$ cat config.mk
export PLATFORM = sky130hd
export DESIGN_NAME = serial_add_ctrl_flat
export DESIGN_NICKNAME = d
export VERILOG_FILES = /design/src/rtl/serial_add_pkg.sv /design/src/rtl/serial_add_ctrl_if.sv /design/src/rtl/full_adder.sv /design/src/rtl/serial_add_ctrl.sv /design/src/flat_wrapper.sv
export SDC_FILE = /design/constraint.sdc
export NUM_CORES = 1
export LEC_CHECK = 0
export CAP_MARGIN = 15
export CORE_MARGIN = 2
export CORE_UTILIZATION = 50
export DETAILED_ROUTE_END_ITERATION = 7
export GPL_TIMING_DRIVEN = 0
export PLACE_DENSITY = 0.79
export SKIP_LAST_GASP = 1
export SYNTH_ARGS = -nofsm -noshare
export SYNTH_HDL_FRONTEND = slang
export SYNTH_SLANG_ARGS = --single-unit
$ cat constraint.sdc
create_clock -name clk -period 2.1 [get_ports clk]
set_input_delay 0.315 -clock clk [delete_from_list [all_inputs] [get_ports clk]]
set_output_delay 0.315 -clock clk [all_outputs]
set_load 0.1 [all_outputs]
$ cat src/rtl/serial_add_pkg.sv
// Shared types and limits for the bit-serial add/subtract sequencer.
package serial_add_pkg;

    typedef enum logic [1:0] {
        IDLE = 2'd0,
        RUN  = 2'd1,
        DONE = 2'd2
    } state_t;

    localparam int unsigned WIDTH_MIN = 2;
    localparam int unsigned WIDTH_MAX = 32;

endpackage

$ cat src/rtl/serial_add_ctrl_if.sv
// Operand and result handshakes of serial_add_ctrl; slave is the sequencer side.
interface serial_add_ctrl_if #(
    parameter int unsigned WIDTH = 8
);

    logic             in_valid;
    logic             in_ready;
    logic [WIDTH-1:0] a;
    logic [WIDTH-1:0] b;
    logic             sub;
    logic             out_valid;
    logic             out_ready;
    logic [WIDTH-1:0] sum;
    logic             cout;
    logic             ovf;

    modport master (
        output in_valid, a, b, sub, out_ready,
        input  in_ready, out_valid, sum, cout, ovf
    );

    modport slave (
        input  in_valid, a, b, sub, out_ready,
        output in_ready, out_valid, sum, cout, ovf
    );

endinterface

$ cat src/rtl/full_adder.sv
// Single-bit full adder cell.
module full_adder (
    input  logic a,
    input  logic b,
    input  logic cin,
    output logic sum,
    output logic cout
);

    assign sum  = a ^ b ^ cin;
    assign cout = (a & b) | (a & cin) | (b & cin);

endmodule

$ cat src/rtl/serial_add_ctrl.sv
// Bit-serial add/subtract sequencer: one full_adder evaluation per clock, LSB first,
// carry held in a register between bits.
module serial_add_ctrl
    import serial_add_pkg::*;
#(
    parameter int unsigned WIDTH = 8
) (
    input  logic             clk,
    input  logic             rst,
    serial_add_ctrl_if.slave bus
);

    localparam int unsigned CNT_W = $clog2(WIDTH);
    localparam logic [CNT_W-1:0] CNT_LAST = CNT_W'(WIDTH - 1);

    if (WIDTH < WIDTH_MIN || WIDTH > WIDTH_MAX) begin : g_width_check
        $error("serial_add_ctrl: WIDTH %0d outside %0d..%0d", WIDTH, WIDTH_MIN, WIDTH_MAX);
    end

    state_t           state_q, state_d;
    logic [CNT_W-1:0] cnt_q, cnt_d;
    logic [WIDTH-1:0] a_sh_q, a_sh_d;
    logic [WIDTH-1:0] b_sh_q, b_sh_d;
    logic [WIDTH-1:0] sum_sh_q, sum_sh_d;
    logic             carry_q, carry_d;
    logic             cmsb_q, cmsb_d;

    logic fa_s;
    logic fa_co;
    logic done;

    full_adder u_fa (
        .a    (a_sh_q[0]),
        .b    (b_sh_q[0]),
        .cin  (carry_q),
        .sum  (fa_s),
        .cout (fa_co)
    );

    always_comb begin
        state_d  = state_q;
        cnt_d    = cnt_q;
        a_sh_d   = a_sh_q;
        b_sh_d   = b_sh_q;
        sum_sh_d = sum_sh_q;
        carry_d  = carry_q;
        cmsb_d   = cmsb_q;
        unique case (state_q)
            IDLE: begin
                if (bus.in_valid) begin
                    // Subtraction folds into addition: invert B, seed the carry with 1.
                    a_sh_d  = bus.a;
                    b_sh_d  = bus.sub ? ~bus.b : bus.b;
                    carry_d = bus.sub;
                    cnt_d   = '0;
                    state_d = RUN;
                end
            end
            RUN: begin
                sum_sh_d = {fa_s, sum_sh_q[WIDTH-1:1]};
                a_sh_d   = a_sh_q >> 1;
                b_sh_d   = b_sh_q >> 1;
                carry_d  = fa_co;
                if (cnt_q == CNT_LAST) begin
                    // carry_q here is the carry into the MSB, needed for overflow.
                    cmsb_d  = carry_q;
                    state_d = DONE;
                end else begin
                    cnt_d = cnt_q + 1'b1;
                end
            end
            DONE: begin
                if (bus.out_ready) begin
                    state_d = IDLE;
                end
            end
            default: state_d = IDLE;
        endcase
    end

    always_ff @(posedge clk or posedge rst) begin
        if (rst) begin
            state_q  <= IDLE;
            cnt_q    <= '0;
            a_sh_q   <= '0;
            b_sh_q   <= '0;
            sum_sh_q <= '0;
            carry_q  <= 1'b0;
            cmsb_q   <= 1'b0;
        end else begin
            state_q  <= state_d;
            cnt_q    <= cnt_d;
            a_sh_q   <= a_sh_d;
            b_sh_q   <= b_sh_d;
            sum_sh_q <= sum_sh_d;
            carry_q  <= carry_d;
            cmsb_q   <= cmsb_d;
        end
    end

    // Result outputs are masked outside DONE so a partial result is never visible.
    assign done          = (state_q == DONE);
    assign bus.in_ready  = (state_q == IDLE);
    assign bus.out_valid = done;
    assign bus.sum       = done ? sum_sh_q : '0;
    assign bus.cout      = done & carry_q;
    assign bus.ovf       = done & (cmsb_q ^ carry_q);

endmodule
$ cat src/flat_wrapper.sv
// flat-port wrapper written by rule: the top's interface ports become plain ports
module serial_add_ctrl_flat import serial_add_pkg::*;
#(
    parameter int unsigned WIDTH = 8
)
  (clk, rst, bus_in_valid, bus_a, bus_b, bus_sub, bus_out_ready, bus_in_ready, bus_out_valid, bus_sum, bus_cout, bus_ovf);
  serial_add_ctrl_if #(.WIDTH(WIDTH)) bus_i ();
  input  logic clk;
  input  logic rst;
  input wire logic [$bits(bus_i.in_valid)-1:0] bus_in_valid;
  input wire logic [$bits(bus_i.a)-1:0] bus_a;
  input wire logic [$bits(bus_i.b)-1:0] bus_b;
  input wire logic [$bits(bus_i.sub)-1:0] bus_sub;
  input wire logic [$bits(bus_i.out_ready)-1:0] bus_out_ready;
  output wire logic [$bits(bus_i.in_ready)-1:0] bus_in_ready;
  output wire logic [$bits(bus_i.out_valid)-1:0] bus_out_valid;
  output wire logic [$bits(bus_i.sum)-1:0] bus_sum;
  output wire logic [$bits(bus_i.cout)-1:0] bus_cout;
  output wire logic [$bits(bus_i.ovf)-1:0] bus_ovf;
  assign bus_i.in_valid = bus_in_valid;
  assign bus_i.a = bus_a;
  assign bus_i.b = bus_b;
  assign bus_i.sub = bus_sub;
  assign bus_i.out_ready = bus_out_ready;
  assign bus_in_ready = bus_i.in_ready;
  assign bus_out_valid = bus_i.out_valid;
  assign bus_sum = bus_i.sum;
  assign bus_cout = bus_i.cout;
  assign bus_ovf = bus_i.ovf;
  serial_add_ctrl #(.WIDTH(WIDTH)) u_core (.clk(clk), .rst(rst), .bus(bus_i));
endmodule
==> out/metrics.cfg <==
[setup_path]
crit_arrival_ns = 1.71
end_kind = primary output
worstSetupEndpoint = bus_in_ready
worst-path-max-fanout = 10
startpoint_type = register
rr_worst_depth = 5
rrSetupSlack_ns = 0.56
worstPathRequired_ns = 1.78
critPathLaunch = u_core.state_q[0]
reg2reg_to = u_core.cnt_q[0]
crit_type = reg -> out
r2r_start = u_core.cnt_q[0]

[floorplanning]
initial_utilization_pct = 51.4
dieWidth_microns = 59.6
ioPinCount = 33
dieArea_sq_mm = 0.00355
die_h_microns = 59.6
rows = 20
fp.coreArea_sq_mm = 0.00300

[synthesis]
ys_top_cells_by_count = dfrtp_1 (31), nand2_1 (13), mux2_2 (10)
yosysMostFrequentCell = dfrtp_1
synth_seq_cells = 31
syn_avg_cell_area_sq_um = 10.9
synth_top_area_cell = dfrtp_1
syn_inst = 142
yosysUniqueCellTypes = 29
synthTopCellsByArea = dfrtp_1 (50%), mux2_2 (7.3%), xnor2_1 (5.1%)
yosysSeqAreaShare_pct = 50.2
synth_top_area_share_pct = 50.2
ys.flop_type = dfrtp_1
synth_warnings = 0
synth-edff-count = 0
syn_area_sq_mm = 0.00154
syn-num-nets = 166
async_reset_ff_share_pct = 100

[sta]
hold_violations = 0
tightest_slew_ns = 0.576
relSlewSlack_pct = 61.6
setup_viol = 0
maxSlewViolCount = 0
fmax_mhz = 494
clock_skew_ns = 0.00904
finalWorstSetupSlack_ns = 0.0769
rsz0062_at_grt = no
final.min_clock_period_ns = 2.02
period_share_pct = 96.3

[cts]
insertion_delay_ns = 0.33
postCtsSetupRepairBufs = 0
cts_max_level = 2
root_buffer = clkbuf_4
cts_sinks = 31
tritoncts = yes
path_clk_slew_ns = 0.09
hold_buffers = 0
numCtsBuffers = 5
cts_buffer_depth = 2

[final_layout]
final_area_sq_mm = 0.00196
nNetsFinal = 205
fillCellCount = 253
drive_gt1_share_pct = 26.9
antenna_cells = 0
syn2layout_area_growth_pct = 26.7

[placed_design]
port_buffers = 31
dp_worst_setup_slack_ns = -0.420
place.gp.congestion = 0.829
hpwl_microns = 2260
placed_area_sq_mm = 0.00191

[worst_hold_path]
hp-class = in -> async

[grt]
antenna_found_initial = 0
grt_pass1_wl_microns = 5080
groute.usage.overall_pct = 19.4
grt_remaining_overflow = 0
grt_max_degree = 32
grt_pass1_vias = 1147

[pwr]
p_total_mw = 2.47
p_per_area_mw_per_mm2 = 1260
irDropWorstVdd_mv = 0.595
cellLeakagePower_nw = 0.905

[routing]
routed_wl_microns = 2960
wl_per_cell_microns = 13.8
drc = 0
vias = 1179
drt_iter0_markers = 48
firstDrtPassIters = 4
viasPerCell = 5.48
final_antenna_net_count = 0

[status]
outcome = finished, final reports clean

[run]
max_cap_violations = 0

==> how the worst min path moves through the flow <==
stage	startpoint	end	slack, ns	cells after the start
floorplan	rst	u_core.a_sh_q[0]	0.42	1
global placement	u_core.a_sh_q[2]	u_core.a_sh_q[2]	0.46	2
detailed placement	u_core.a_sh_q[4]	u_core.a_sh_q[4]	0.48	2
CTS	bus_sub	u_core.b_sh_q[7]	0.47	3
global route	rst	u_core.a_sh_q[3]	0.36	2
finish	rst	u_core.a_sh_q[1]	0.34	2
==> where the power goes <==
part           internal, mW  total [mW]  switching, mW  leakage (nW)
logic                 0.521        1.11          0.586         0.486
clock network         0.130       0.319          0.189        0.0293
registers             0.866        1.04          0.174         0.390
==> per-layer routing <==
| metal | up-vias | routed length, microns | global-route usage (%) |
|---|---|---|---|
| met5 | - | 0 | 0 |
| met4 | 0 | 47 | 7.62 |
| met3 | 6 | 182 | 5.90 |
| met2 | 32 | 1490 | 33.1 |
| met1 | 573 | 1250 | 22.7 |
| li1 | 568 | - | - |
==> critical path, cell delays in order (launching register included) <==
cell	delay, ns
dfrtp_1	0.36
buf_2	0.16
buf_2	0.19
nor2_2	0.11
clkdlybuf4s18_2	0.55
==> placed cells by master (no fill, tap or decap), drive strengths merged, types with 2 or more instances in the layout <==
| master | n |
|---|---|
| a21oi | 9 |
| nand3b | 4 |
| o211ai | 4 |
| a22o | 2 |
| xnor2 | 9 |
| nor2b | 2 |
| a221o | 3 |
| ha | 2 |
| nor2 | 5 |
| nand2b | 3 |
| and3b | 8 |
| o21ai | 10 |
| dfrtp | 31 |
| and2 | 9 |
| nand2 | 13 |
| clkdlybuf4s50 | 19 |
| inv | 3 |
| buf | 17 |
| clkbuf | 11 |
| mux2 | 10 |
==> sequential cells by signal, summed over array words and instances (netlist names) <==
name / flops
u_core.cmsb_q: 1
u_core.state_q: 2
u_core.b_sh_q: 8
u_core.carry_q: 1
u_core.a_sh_q: 8
u_core.cnt_q: 3
u_core.sum_sh_q: 8
==> cell type report <==
| type | instances | area (sq um) | share of cell area [%] |
|---|---|---|---|
| Sequential cell | 31 | 776 | 39.6 |
| Multi-Input combinational cell | 99 | 726 | 37.1 |
| Timing Repair Buffer | 32 | 308 | 15.7 |
| Clock buffer | 7 | 45.0 | 2.30 |
| Buffer | 9 | 45.0 | 2.30 |
| Tap cell | 33 | 41.3 | 2.11 |
| Inverter | 3 | 11.3 | 0.575 |
| Clock inverter | 1 | 5.00 | 0.256 |
==> timing repair <==
item                                    4_1_cts  5_1_grt
cloned                                        0        0
pin swaps                                     0        0
gates resized for setup                      63        8
endpoints found under the setup margin       12       12
==> stage by stage <==
stage | cells | utilization [%] | TNS [ns] | hold slack, ns
2_1_floorplan | 142 | - | -1.56 | 0.419
3_3_place_gp | 206 | 63.6 | -4.05 | 0.465
3_5_place_dp | 206 | 63.6 | -4.30 | 0.475
4_1_cts | 214 | 64.5 | -0.196 | 0.466
5_1_grt | 215 | 65.2 | 0 | 0.361
6_report | 215 | 65.2 | 0 | 0.345
==> kinds of logic after synthesis <==
group / share of synthesized area (%)
buf+inv: 3.65
simple gates: 17.7
mux: 7.29
compound gates: 13.0
xor+xnor: 5.11
fa+ha+maj: 2.92
flops: 50.2
No activity file was read; power rests on OpenSTA's default activity.
